$ cat config.mk
export PLATFORM = sky130hd
export DESIGN_NAME = ex_mem_skid_reg
export DESIGN_NICKNAME = d
export VERILOG_FILES = /design/src/rtl/ex_mem_skid_reg_pkg.sv /design/src/rtl/em_slot_reg.sv /design/src/rtl/ex_mem_skid_reg.sv
export SDC_FILE = /design/constraint.sdc
export NUM_CORES = 1
export LEC_CHECK = 0
export ABC_AREA = 1
export ABC_CLOCK_PERIOD_IN_PS = 1470
export CORE_MARGIN = 1.5
export CORE_UTILIZATION = 33
export DETAILED_ROUTE_END_ITERATION = 7
export SYNTH_ARGS = -nofsm -noshare
export SYNTH_HDL_FRONTEND = slang
export SYNTH_SLANG_ARGS = --single-unit
$ cat constraint.sdc
create_clock -name clk_i -period 1.47 [get_ports clk_i]
set_input_delay 0.2205 -clock clk_i [delete_from_list [all_inputs] [get_ports clk_i]]
set_output_delay 0.2205 -clock clk_i [all_outputs]
set_load 0.05 [all_outputs]
$ cat src/rtl/ex_mem_skid_reg_pkg.sv
// Shared widths, op bit positions and the payload layout helper for the
// execute-to-memory boundary register.
package ex_mem_skid_reg_pkg;

  localparam int unsigned DefXlen       = 32;
  localparam int unsigned DefStoreWidth = 4;
  localparam int unsigned DefLoadWidth  = 7;
  localparam int unsigned DefRaddrW     = 5;

  // One-hot store op bit positions.
  localparam int unsigned StSb = 0;
  localparam int unsigned StSh = 1;
  localparam int unsigned StSw = 2;
  localparam int unsigned StSd = 3;

  // One-hot load op bit positions.
  localparam int unsigned LdLb  = 0;
  localparam int unsigned LdLh  = 1;
  localparam int unsigned LdLw  = 2;
  localparam int unsigned LdLd  = 3;
  localparam int unsigned LdLbu = 4;
  localparam int unsigned LdLhu = 5;
  localparam int unsigned LdLwu = 6;

  // Payload = store op, load op, valE, rs2 data, pc, rd, rd_wen, misalign bit.
  function automatic int unsigned em_payload_w(int unsigned xlen, int unsigned sw,
                                               int unsigned lw, int unsigned rw);
    return sw + lw + 3 * xlen + rw + 2;
  endfunction

endpackage

$ cat src/rtl/em_slot_reg.sv
// One payload register with its valid bit. When en_i is high the valid bit
// takes valid_d_i; the payload is only overwritten when a valid beat lands.
module em_slot_reg #(
  parameter int unsigned W = 8
) (
  input  logic         clk_i,
  input  logic         rst_i,
  input  logic         en_i,
  input  logic         valid_d_i,
  input  logic [W-1:0] data_d_i,
  output logic         valid_o,
  output logic [W-1:0] data_o
);

  logic         valid_q;
  logic [W-1:0] data_q;

  // Valid/payload state with synchronous reset.
  always_ff @(posedge clk_i) begin
    if (rst_i) begin
      valid_q <= 1'b0;
      data_q  <= '0;
    end else if (en_i) begin
      valid_q <= valid_d_i;
      if (valid_d_i) data_q <= data_d_i;
    end
  end

  assign valid_o = valid_q;
  assign data_o  = data_q;

endmodule

$ cat src/rtl/ex_mem_skid_reg.sv
// Execute-to-memory pipeline boundary: a two-entry skid buffer (main + skid)
// with registered input ready, misalignment tagging and fire-gated store op.
module ex_mem_skid_reg
  import ex_mem_skid_reg_pkg::*;
#(
  parameter int unsigned XLEN        = DefXlen,
  parameter int unsigned STORE_WIDTH = DefStoreWidth,
  parameter int unsigned LOAD_WIDTH  = DefLoadWidth,
  parameter int unsigned RADDR_W     = DefRaddrW
) (
  input  logic                   clk_i,
  input  logic                   rst_i,
  input  logic                   flush_i,
  input  logic                   in_valid_i,
  output logic                   in_ready_o,
  input  logic [STORE_WIDTH-1:0] E_store_op_i,
  input  logic [LOAD_WIDTH-1:0]  E_load_op_i,
  input  logic [XLEN-1:0]        E_valE_i,
  input  logic [XLEN-1:0]        E_rs2_data_i,
  input  logic [XLEN-1:0]        E_pc_i,
  input  logic [RADDR_W-1:0]     E_rd_i,
  input  logic                   E_rd_wen_i,
  output logic                   out_valid_o,
  input  logic                   out_ready_i,
  output logic [STORE_WIDTH-1:0] ED_store_op_o,
  output logic [LOAD_WIDTH-1:0]  ED_load_op_o,
  output logic [XLEN-1:0]        ED_valE_o,
  output logic [XLEN-1:0]        ED_rs2_data_o,
  output logic [XLEN-1:0]        ED_pc_o,
  output logic [RADDR_W-1:0]     ED_rd_o,
  output logic                   ED_rd_wen_o,
  output logic                   ED_misalign_o
);

  localparam int unsigned PW    = em_payload_w(XLEN, STORE_WIDTH, LOAD_WIDTH, RADDR_W);
  localparam int unsigned OSt   = 0;
  localparam int unsigned OLd   = OSt + STORE_WIDTH;
  localparam int unsigned OVal  = OLd + LOAD_WIDTH;
  localparam int unsigned ORs2  = OVal + XLEN;
  localparam int unsigned OPc   = ORs2 + XLEN;
  localparam int unsigned ORd   = OPc + XLEN;
  localparam int unsigned OWen  = ORd + RADDR_W;
  localparam int unsigned OMis  = OWen + 1;

  logic          main_valid, skid_valid;
  logic [PW-1:0] main_data, skid_data;
  logic [PW-1:0] in_payload;
  logic          in_fire, out_fire, main_take;
  logic          main_en, main_valid_d, skid_en, skid_valid_d;
  logic [PW-1:0] main_data_d;
  logic          byte_acc, half_acc, word_acc, dword_acc, in_misalign;
  logic          head_misalign;

  // Decode access size from the one-hot ops and check the low address bits.
  always_comb begin
    byte_acc  = E_store_op_i[StSb] | E_load_op_i[LdLb] | E_load_op_i[LdLbu];
    half_acc  = E_store_op_i[StSh] | E_load_op_i[LdLh] | E_load_op_i[LdLhu];
    word_acc  = E_store_op_i[StSw] | E_load_op_i[LdLw] | E_load_op_i[LdLwu];
    dword_acc = E_store_op_i[StSd] | E_load_op_i[LdLd];
    // Byte accesses can never be misaligned; the term only guards malformed op codes.
    in_misalign = ~byte_acc & ((half_acc & E_valE_i[0]) |
                               (word_acc & (|E_valE_i[1:0])) |
                               (dword_acc & (|E_valE_i[2:0])));
  end

  assign in_payload = {in_misalign, E_rd_wen_i, E_rd_i, E_pc_i, E_rs2_data_i, E_valE_i,
                       E_load_op_i, E_store_op_i};

  assign in_ready_o = ~skid_valid & ~rst_i;
  assign in_fire    = in_valid_i & in_ready_o & ~flush_i;
  assign out_fire   = main_valid & out_ready_i;
  assign main_take  = ~main_valid | out_fire;

  // Slot enables: flush clears both; main refills from skid first to keep FIFO order.
  always_comb begin
    main_en      = flush_i | main_take;
    main_valid_d = ~flush_i & (skid_valid | in_fire);
    main_data_d  = skid_valid ? skid_data : in_payload;
    skid_en      = flush_i | (main_take & skid_valid) | (~main_take & in_fire);
    skid_valid_d = ~flush_i & ~main_take;
  end

  em_slot_reg #(
    .W(PW)
  ) u_main (
    .clk_i    (clk_i),
    .rst_i    (rst_i),
    .en_i     (main_en),
    .valid_d_i(main_valid_d),
    .data_d_i (main_data_d),
    .valid_o  (main_valid),
    .data_o   (main_data)
  );

  em_slot_reg #(
    .W(PW)
  ) u_skid (
    .clk_i    (clk_i),
    .rst_i    (rst_i),
    .en_i     (skid_en),
    .valid_d_i(skid_valid_d),
    .data_d_i (in_payload),
    .valid_o  (skid_valid),
    .data_o   (skid_data)
  );

  // Head outputs; the store op only shows on the accepting cycle so it writes once.
  always_comb begin
    head_misalign = main_data[OMis];
    out_valid_o   = main_valid;
    ED_store_op_o = (out_fire & ~head_misalign) ? main_data[OSt +: STORE_WIDTH] : '0;
    ED_load_op_o  = main_valid ? main_data[OLd +: LOAD_WIDTH] : '0;
    ED_valE_o     = main_data[OVal +: XLEN];
    ED_rs2_data_o = main_data[ORs2 +: XLEN];
    ED_pc_o       = main_data[OPc +: XLEN];
    ED_rd_o       = main_data[ORd +: RADDR_W];
    ED_rd_wen_o   = main_data[OWen] & main_valid & ~head_misalign;
    ED_misalign_o = head_misalign & main_valid;
  end

endmodule

==> flow_summary.html, run 1 <==
<table>
<tr><th>Metric</th><th>Value</th></tr>
<tr><th colspan="2">Status</th></tr>
<tr><td>Status</td><td>finished with violations</td></tr>
<tr><td>Failing checks</td><td>setup timing</td></tr>
<tr><th colspan="2">STA</th></tr>
<tr><td>Unrepaired setup endpoints after global routing</td><td>yes</td></tr>
<tr><td>Maximum frequency from static timing analysis</td><td>623 MHz</td></tr>
<tr><td>Final critical-path setup slack</td><td>-0.134 ns</td></tr>
<tr><td>Hold slack final</td><td>0.257 ns</td></tr>
<tr><td>Worst-margin pin slew</td><td>0.392 ns</td></tr>
<tr><td>Setup violation total in the final timing report</td><td>163</td></tr>
<tr><td>Max-slew violation count</td><td>0</td></tr>
<tr><td>Total negative slack for setup checks</td><td>-5.84 ns</td></tr>
<tr><td>Period utilization</td><td>109%</td></tr>
<tr><td>Skew final</td><td>0.00685 ns</td></tr>
<tr><td>Max_slew headroom</td><td>73.9%</td></tr>
<tr><td>Tmin final</td><td>1.60 ns</td></tr>
<tr><td>Final hold violation count</td><td>0</td></tr>
<tr><th colspan="2">Power and ir drop</th></tr>
<tr><td>Part of the power in the clock network</td><td>42.7%</td></tr>
<tr><td>Leakage component of the power</td><td>6.24 nW</td></tr>
<tr><td>Share of power burned in registers</td><td>42.1%</td></tr>
<tr><td>Switching part of the total power</td><td>26.8%</td></tr>
<tr><td>Switching power</td><td>4.18 mW</td></tr>
<tr><td>Int Power</td><td>11.4 mW</td></tr>
<tr><td>Combinational power share</td><td>15.1%</td></tr>
<tr><td>Cell area power density</td><td>1070 nW/um2</td></tr>
<tr><td>Overall power</td><td>15.6 mW</td></tr>
<tr><td>Worst voltage drop across the vdd grid</td><td>984 uV</td></tr>
<tr><th colspan="2">Finish</th></tr>
<tr><td>Highest-count cells in the layout ignoring fill and taps</td><td>273 x sky130_fd_sc_hd__nor2_1, 227 x sky130_fd_sc_hd__dfxtp_1, 213 x sky130_fd_sc_hd__nand2_1</td></tr>
<tr><td>Sequential cell area</td><td>4610 um2</td></tr>
<tr><td>Multi-input combinational cell area</td><td>4520 um2</td></tr>
<tr><td>Total of fill cells in the finished design</td><td>2914</td></tr>
<tr><td>Commonest non-fill, non-tap cell in the layout</td><td>sky130_fd_sc_hd__nor2_1</td></tr>
<tr><td>Finished layout cell area</td><td>14600 um2</td></tr>
<tr><td>Fraction of layout instances using a drive strength above 1</td><td>22.3%</td></tr>
<tr><td>Number of nets at the end of the flow</td><td>1694</td></tr>
<tr><td>Area added between synthesis and finish</td><td>44.0%</td></tr>
<tr><th colspan="2">Synthesis</th></tr>
<tr><td>Number of warning messages in the yosys log</td><td>0</td></tr>
<tr><td>Post-synth net total</td><td>1561</td></tr>
<tr><td>Post-synthesis cell count</td><td>1443</td></tr>
<tr><td>Mean cell area of the mapped netlist</td><td>7.02 um2</td></tr>
<tr><td>Netlist Area Pre-Place</td><td>10100 um2</td></tr>
<tr><td>Yosys reg bits</td><td>230</td></tr>
<tr><td>Number of distinct library cells after synthesis</td><td>21</td></tr>
<tr><td>Share of synthesized area occupied by flip-flops and latches</td><td>45.5%</td></tr>
<tr><th colspan="2">Worst setup path</th></tr>
<tr><td>Capturing element type of the critical path</td><td>primary output</td></tr>
<tr><td>Classification of the worst setup path</td><td>register to primary output</td></tr>
<tr><td>Worst r2r path cells</td><td>9</td></tr>
<tr><td>CP arrival</td><td>1.38 ns</td></tr>
<tr><td>Required @ worst endpoint</td><td>1.25 ns</td></tr>
<tr><td>Launching element type of the critical path</td><td>register</td></tr>
<tr><td>Crit Path Max Fanout</td><td>4</td></tr>
<tr><th colspan="2">CTS</th></tr>
<tr><td>Clock root buffer master</td><td>sky130_fd_sc_hd__clkbuf_16</td></tr>
<tr><td>Clock buffer count from CTS</td><td>27</td></tr>
<tr><td>TritonCTS clock tree</td><td>built</td></tr>
<tr><td>H-tree depth reported by CTS</td><td>1</td></tr>
<tr><td>Post-CTS Hold Buffers</td><td>0</td></tr>
<tr><td>Clock tree sinks</td><td>230</td></tr>
<tr><td>Clock tree buffer depth</td><td>3</td></tr>
<tr><td>Worst-skew pair later-pin latency</td><td>0.53 ns</td></tr>
<tr><td>Clock slew at the register clock pins of the worst setup and hold paths</td><td>0.06 ns</td></tr>
<tr><th colspan="2">Placement</th></tr>
<tr><td>Post-detailed-placement half-perimeter wirelength</td><td>17.3 mm</td></tr>
<tr><td>Quantity of I/O buffers inserted on ports</td><td>233</td></tr>
<tr><td>Post-DP Area</td><td>12300 um2</td></tr>
<tr><td>Final Wtd Congestion</td><td>0.778</td></tr>
<tr><td>Worst setup slack before clock tree synthesis</td><td>-0.404 ns</td></tr>
<tr><th colspan="2">Floorplan</th></tr>
<tr><td>Core area</td><td>30000 um2</td></tr>
<tr><td>Die X-Extent</td><td>178 um</td></tr>
<tr><td>Die Footprint</td><td>31800 um2</td></tr>
<tr><td>Number of placement rows</td><td>63</td></tr>
<tr><td>Starting density of the core</td><td>33.8%</td></tr>
<tr><td>Boundary pin count</td><td>234</td></tr>
<tr><td>Vert. Die Dim</td><td>178 um</td></tr>
<tr><th colspan="2">Global routing</th></tr>
<tr><td>Met2 routing resource usage after global routing</td><td>28.9%</td></tr>
<tr><td>Routing usage on met1</td><td>22.3%</td></tr>
<tr><td>GRT met3 Usage</td><td>4.33%</td></tr>
<tr><td>Number of antenna violations at the first check in global routing</td><td>3</td></tr>
<tr><td>GRT overflow</td><td>0</td></tr>
<tr><td>GR peak layer</td><td>met2</td></tr>
<tr><td>Maximum number of pins on one net before global-route repair</td><td>126</td></tr>
<tr><td>First-pass GRT wire length</td><td>44.0 mm</td></tr>
<tr><td>Vias in the first global route</td><td>8485</td></tr>
<tr><td>Global routing usage summed across all routing layers</td><td>17.3%</td></tr>
<tr><th colspan="2">Drt</th></tr>
<tr><td>Number of DRC markers in iteration 0</td><td>511</td></tr>
<tr><td>Wire length reported by the detailed router</td><td>30.8 mm</td></tr>
<tr><td>Number of optimization iterations in the first detailed-route pass</td><td>5</td></tr>
<tr><td>Vias after detailed routing</td><td>9297</td></tr>
<tr><td>Antenna Violating Nets Remaining</td><td>0</td></tr>
<tr><td>Post-route DRC violation count</td><td>0</td></tr>
<tr><td>Routed wire per std cell</td><td>15.5 um</td></tr>
<tr><td>Avg Vias per Cell</td><td>4.68</td></tr>
<tr><th colspan="2">Flow run</th></tr>
<tr><td>Maximum capacitance violations</td><td>0</td></tr>
<tr><th colspan="2">Hold path</th></tr>
<tr><td>Worst min-delay path category</td><td>input pin to register</td></tr>
<tr><td>Cell depth of the worst hold path</td><td>3</td></tr>
</table>
-- cell families (layout without fill, tap and decap cells) --
logic type	after synthesis	after routing	synth area share (%)
simple gates	554	555	20.9
compound gates	369	369	18.2
buf+inv	290	441	15.4
flops	230	230	45.5
other cells	0	2	0
-- critical path, cell delays in order (launching register included) --
cell and delay, ns:
sky130_fd_sc_hd__dfxtp_2 0.34, sky130_fd_sc_hd__buf_8 0.11, sky130_fd_sc_hd__nand3_4 0.12, sky130_fd_sc_hd__nor2_4 0.14, sky130_fd_sc_hd__buf_12 0.14
-- synthesized netlist by cell type --
library cell | count | area share [%]
sky130_fd_sc_hd__inv_2 | 2 | 0.074
sky130_fd_sc_hd__nand2_1 | 220 | 8.2
sky130_fd_sc_hd__buf_4 | 111 | 8.2
sky130_fd_sc_hd__buf_1 | 2 | 0.074
sky130_fd_sc_hd__nand2_2 | 2 | 0.12
sky130_fd_sc_hd__dfxtp_1 | 230 | 45
sky130_fd_sc_hd__a21oi_1 | 72 | 3.6
sky130_fd_sc_hd__nand4_1 | 1 | 0.062
sky130_fd_sc_hd__buf_2 | 33 | 1.6
sky130_fd_sc_hd__inv_1 | 88 | 3.3
sky130_fd_sc_hd__buf_6 | 1 | 0.11
sky130_fd_sc_hd__o21ai_1 | 25 | 1.2
sky130_fd_sc_hd__clkbuf_2 | 2 | 0.099
sky130_fd_sc_hd__nand3_4 | 1 | 0.17
sky130_fd_sc_hd__nor3_1 | 1 | 0.049
sky130_fd_sc_hd__nand3_1 | 4 | 0.20
sky130_fd_sc_hd__nor2_1 | 323 | 12
sky130_fd_sc_hd__clkbuf_1 | 51 | 1.9
sky130_fd_sc_hd__o21ai_0 | 272 | 13
sky130_fd_sc_hd__nor2_2 | 1 | 0.062
sky130_fd_sc_hd__nor3_4 | 1 | 0.16
-- area by class of cell --
cell class / count / area share [%]
clock inverter: 12 / 0.892
timing repair buffer: 303 / 25.5
tap: 390 / 3.35
sequential: 230 / 31.6
multi-input combinational: 924 / 31.0
antenna: 2 / 0.0343
inverter: 90 / 2.40
clock buffer: 36 / 5.21
-- flip-flops by register name, indices dropped and copies added, names as in the netlist --
signal / flops
u_skid.data_o: 114
u_main.valid_o: 1
u_main.data_o: 114
u_skid.valid_o: 1
-- through the flow --
| stage | utilization (%) | cells |
|---|---|---|
| after global routing | 48.7 | 1985 |
| after CTS | 45.4 | 1961 |
| final | 48.7 | 1987 |
| after detailed placement | 41.0 | 1897 |
| after global placement | 41.0 | 1897 |
| after floorplan | - | 1443 |
-- power groups by stage --
stage          clock network, mW  logic [mW]  registers [mW]
2_1_floorplan                  0        1.36            6.64
3_5_place_dp                   0        1.98            6.68
6_report                    6.67        2.36            6.57
4_1_cts                     6.85        2.10            6.55
3_3_place_gp                   0        1.97            6.68
5_1_grt                     7.12        2.53            6.59
-- per-layer routing --
metal / up-vias / share of wire, %
li1: 4758 / -
met1: 4233 / 46
met2: 268 / 45
met3: 36 / 7.3
met4: 2 / 2.0
met5: - / 0.042
-- worst paths after layout --
path                                        start           endpoint  slack, ns
worst min-delay path                 E_valE_i[22]  u_skid.data_o[33]       0.26
worst min register to register  u_main.data_o[96]  u_main.data_o[96]       0.47
worst max-delay path               u_main.valid_o   ED_store_op_o[1]      -0.13
worst max register to register     u_skid.valid_o  u_main.data_o[92]      -0.08
-- what timing repair did --
| item | CTS | global route |
|---|---|---|
| cloned | 7 | 18 |
| pin swaps | 4 | 57 |
| buffers inserted | 9 | 11 |
| endpoints found under the setup margin | 77 | 243 |
| resized for setup | 51 | 186 |
(Power assumes the default switching activity.)
==> inputs of run 2 (changes only) <==
- CAP_MARGIN: not set -> 0
==> results of run 2 <==
Final layout, timing and power as in run 1 (identical DEF).
==> inputs of run 3 (changes only) <==
- CORE_MARGIN: 1.5 -> 8
- GPL_ROUTABILITY_DRIVEN: not set -> 0
- REMOVE_ABC_BUFFERS: not set -> 1
==> flow_summary.html, run 3 (synthesized netlist as in run 1, its figures left out) <==
<table>
<tr><th>Metric</th><th>Value</th></tr>
<tr><th colspan="2">STA</th></tr>
<tr><td>Setup violation total in the final timing report</td><td>186 (+14%)</td></tr>
<tr><td>Final hold violation count</td><td>0 (unchanged)</td></tr>
<tr><td>Unrepaired setup endpoints after global routing</td><td>yes</td></tr>
<tr><td>Skew final</td><td>0.0288 ns (+0.0220 ns)</td></tr>
<tr><td>Max-slew violation count</td><td>0 (unchanged)</td></tr>
<tr><td>Max_slew headroom</td><td>73.6% (-0.28 points)</td></tr>
<tr><td>Worst-margin pin slew</td><td>0.396 ns (+0.00418 ns)</td></tr>
<tr><td>Final critical-path setup slack</td><td>-0.167 ns (-0.0328 ns)</td></tr>
<tr><td>Tmin final</td><td>1.64 ns (+0.0328 ns)</td></tr>
<tr><td>Period utilization</td><td>111% (+2.2 points)</td></tr>
<tr><td>Maximum frequency from static timing analysis</td><td>611 MHz (-2.0%)</td></tr>
<tr><th colspan="2">Finish</th></tr>
<tr><td>Commonest non-fill, non-tap cell in the layout</td><td>sky130_fd_sc_hd__dfxtp_1</td></tr>
<tr><td>Fraction of layout instances using a drive strength above 1</td><td>35.4% (+13 points)</td></tr>
<tr><td>Finished layout cell area</td><td>16600 um2 (+14%)</td></tr>
<tr><td>Util after Layout</td><td>54.7% (+6.0 points)</td></tr>
<tr><td>Number of nets at the end of the flow</td><td>1756 (+3.7%)</td></tr>
<tr><td>Highest-count cells in the layout ignoring fill and taps</td><td>227 x sky130_fd_sc_hd__dfxtp_1, 218 x sky130_fd_sc_hd__nor2_1, 208 x sky130_fd_sc_hd__nand2_1</td></tr>
<tr><td>Area added between synthesis and finish</td><td>64.2%</td></tr>
<tr><th colspan="2">Global routing</th></tr>
<tr><td>Maximum number of pins on one net before global-route repair</td><td>68 (-46%)</td></tr>
<tr><td>GRT overflow</td><td>0 (unchanged)</td></tr>
<tr><td>First-pass GRT wire length</td><td>53.5 mm (+21%)</td></tr>
<tr><td>Global routing usage summed across all routing layers</td><td>18.1% (+0.84 points)</td></tr>
<tr><td>Vias in the first global route</td><td>9869 (+16%)</td></tr>
<tr><td>Number of antenna violations at the first check in global routing</td><td>3 (unchanged)</td></tr>
<tr><th colspan="2">Power and ir drop</th></tr>
<tr><td>Switching part of the total power</td><td>27.5% (+0.73 points)</td></tr>
<tr><td>Switching power</td><td>4.39 mW (+5.0%)</td></tr>
<tr><td>Combinational power share</td><td>16.3% (+1.2 points)</td></tr>
<tr><td>Worst voltage drop across the vdd grid</td><td>692 uV (-30%)</td></tr>
<tr><td>Int Power</td><td>11.6 mW (+1.3%)</td></tr>
<tr><td>Cell area power density</td><td>960 nW/um2 (-10%)</td></tr>
<tr><td>Part of the power in the clock network</td><td>42.5% (-0.2 points)</td></tr>
<tr><td>Share of power burned in registers</td><td>41.2% (-0.9 points)</td></tr>
<tr><td>Leakage component of the power</td><td>7.00 nW (+12%)</td></tr>
<tr><th colspan="2">Worst setup path</th></tr>
<tr><td>Required @ worst endpoint</td><td>1.25 ns (about the same)</td></tr>
<tr><td>CP arrival</td><td>1.42 ns (+0.04 ns)</td></tr>
<tr><td>Crit Path Max Fanout</td><td>4 (unchanged)</td></tr>
<tr><td>Classification of the worst setup path</td><td>register to primary output</td></tr>
<tr><td>Launching element type of the critical path</td><td>register</td></tr>
<tr><td>Capturing element type of the critical path</td><td>primary output</td></tr>
<tr><th colspan="2">CTS</th></tr>
<tr><td>Worst-skew pair later-pin latency</td><td>0.55 ns (+0.02 ns)</td></tr>
<tr><td>Clock buffer count from CTS</td><td>26 (-3.7%)</td></tr>
<tr><td>Clock tree sinks</td><td>230 (unchanged)</td></tr>
<tr><td>TritonCTS clock tree</td><td>built</td></tr>
<tr><td>Clock tree buffer depth</td><td>3 (unchanged)</td></tr>
<tr><td>Clock root buffer master</td><td>sky130_fd_sc_hd__clkbuf_16</td></tr>
<tr><td>Clock slew at the register clock pins of the worst setup and hold paths</td><td>0.06 ns (about the same)</td></tr>
<tr><td>H-tree depth reported by CTS</td><td>1 (unchanged)</td></tr>
<tr><td>Post-CTS Hold Buffers</td><td>0 (unchanged)</td></tr>
<tr><th colspan="2">Floorplan</th></tr>
<tr><td>Boundary pin count</td><td>234 (unchanged)</td></tr>
<tr><td>Number of placement rows</td><td>64 (+1.6%)</td></tr>
<tr><td>Die Footprint</td><td>36600 um2 (+15%)</td></tr>
<tr><td>Vert. Die Dim</td><td>191 um (+7.3%)</td></tr>
<tr><td>Die X-Extent</td><td>191 um (+7.3%)</td></tr>
<tr><td>Starting density of the core</td><td>33.3% (-0.53 points)</td></tr>
<tr><td>Core area</td><td>30400 um2 (+1.6%)</td></tr>
<tr><th colspan="2">Hold path</th></tr>
<tr><td>Worst min-delay path category</td><td>input pin to register</td></tr>
<tr><th colspan="2">Status</th></tr>
<tr><td>Status</td><td>finished with violations</td></tr>
<tr><td>Failing checks</td><td>setup timing</td></tr>
<tr><th colspan="2">Placement</th></tr>
<tr><td>Post-DP Area</td><td>12400 um2 (+0.68%)</td></tr>
<tr><td>Post-detailed-placement half-perimeter wirelength</td><td>19.2 mm (+11%)</td></tr>
<tr><td>Quantity of I/O buffers inserted on ports</td><td>233 (unchanged)</td></tr>
<tr><th colspan="2">Drt</th></tr>
<tr><td>Vias after detailed routing</td><td>9962 (+7.2%)</td></tr>
<tr><td>Wire length reported by the detailed router</td><td>37.9 mm (+23%)</td></tr>
<tr><td>Number of optimization iterations in the first detailed-route pass</td><td>5 (unchanged)</td></tr>
<tr><td>Post-route DRC violation count</td><td>0 (unchanged)</td></tr>
<tr><td>Routed wire per std cell</td><td>18.5 um (+19%)</td></tr>
<tr><td>Number of DRC markers in iteration 0</td><td>555 (+8.6%)</td></tr>
<tr><td>Avg Vias per Cell</td><td>4.85 (+3.6%)</td></tr>
<tr><td>Antenna Violating Nets Remaining</td><td>0 (unchanged)</td></tr>
<tr><th colspan="2">Flow run</th></tr>
<tr><td>Maximum capacitance violations</td><td>0 (unchanged)</td></tr>
</table>
[run 3: cell count changes in the layout (fill, tap and decap cells not counted), sizes merged]
cell / change
clkbuf: +1
clkinvlp: -3
clkinv: +6
bufbuf: +1
buf: +57
bufinv: +1
nand3: -1
[run 3: layout make-up]
type | count | area (um2)
fillers | 2761 | 13800
multi-input cells | 923 | 5280
repair buffers | 365 | 4920
flip-flops and latches | 230 | 4610
clock buffers | 33 | 728
well taps | 396 | 495
inverters | 90 | 395
clock inverters | 14 | 161
repair inverters | 2 | 32.5
diodes | 2 | 5.00
[run 3: metal layers]
layer	wire (um)	share of wire [%]	global-route usage, %	vias up
met5	8	0.021	0	-
met3	2160	5.7	3.63	64
li1	-	-	-	4892
met2	18300	48	30.7	272
met4	1060	2.8	5.77	2
met1	16500	43	22.7	4732
[run 3: power by group through the flow]
stage                     sequential (mW)  combinational, mW  clock, mW
final                                6.58               2.60       6.79
after floorplan                      7.19              0.549          0
after CTS                            6.55               2.32       6.92
after global routing                 6.60               2.76       7.18
after detailed placement             6.67               1.99          0
after global placement               6.67               1.98          0
[run 3: timing repair]
| action | CTS | global route |
|---|---|---|
| endpoints found under the setup margin | 146 | 243 |
| setup buffers | 40 | 14 |
| cloned | 31 | 26 |
| gates resized for setup | 340 | 315 |
| pin swaps | 83 | 82 |
[run 3: worst paths after layout]
check                           end               from  cells after the start  slack, ns
setup / recovery   ED_store_op_o[0]     u_main.valid_o                      3      -0.17
setup reg to reg  u_main.data_o[94]     u_skid.valid_o                     12      -0.13
hold / removal    u_skid.data_o[54]   E_rs2_data_i[11]                      3       0.24
hold reg to reg   u_main.data_o[60]  u_main.data_o[60]                      2       0.48
[run 3: critical path: stages (launching register included)]
cell and delay, ns:
sky130_fd_sc_hd__dfxtp_4 0.39, sky130_fd_sc_hd__nand3_4 0.17, sky130_fd_sc_hd__nor2_4 0.15, sky130_fd_sc_hd__buf_12 0.15
[run 3: through the flow]
stage | TNS [ns] | hold WS, ns | cells | total power, mW | setup WS (ns)
2_1_floorplan | -1172.38 | 0.336 | 1243 | 7.73 | -5.46
3_3_place_gp | -57.78 | 0.463 | 1913 | 8.65 | -0.322
3_5_place_dp | -63.44 | 0.473 | 1913 | 8.66 | -0.355
4_1_cts | -12.99 | 0.216 | 2029 | 15.8 | -0.194
5_1_grt | -23.22 | 0.222 | 2055 | 16.5 | -0.214
6_report | -10.89 | 0.237 | 2055 | 16.0 | -0.167
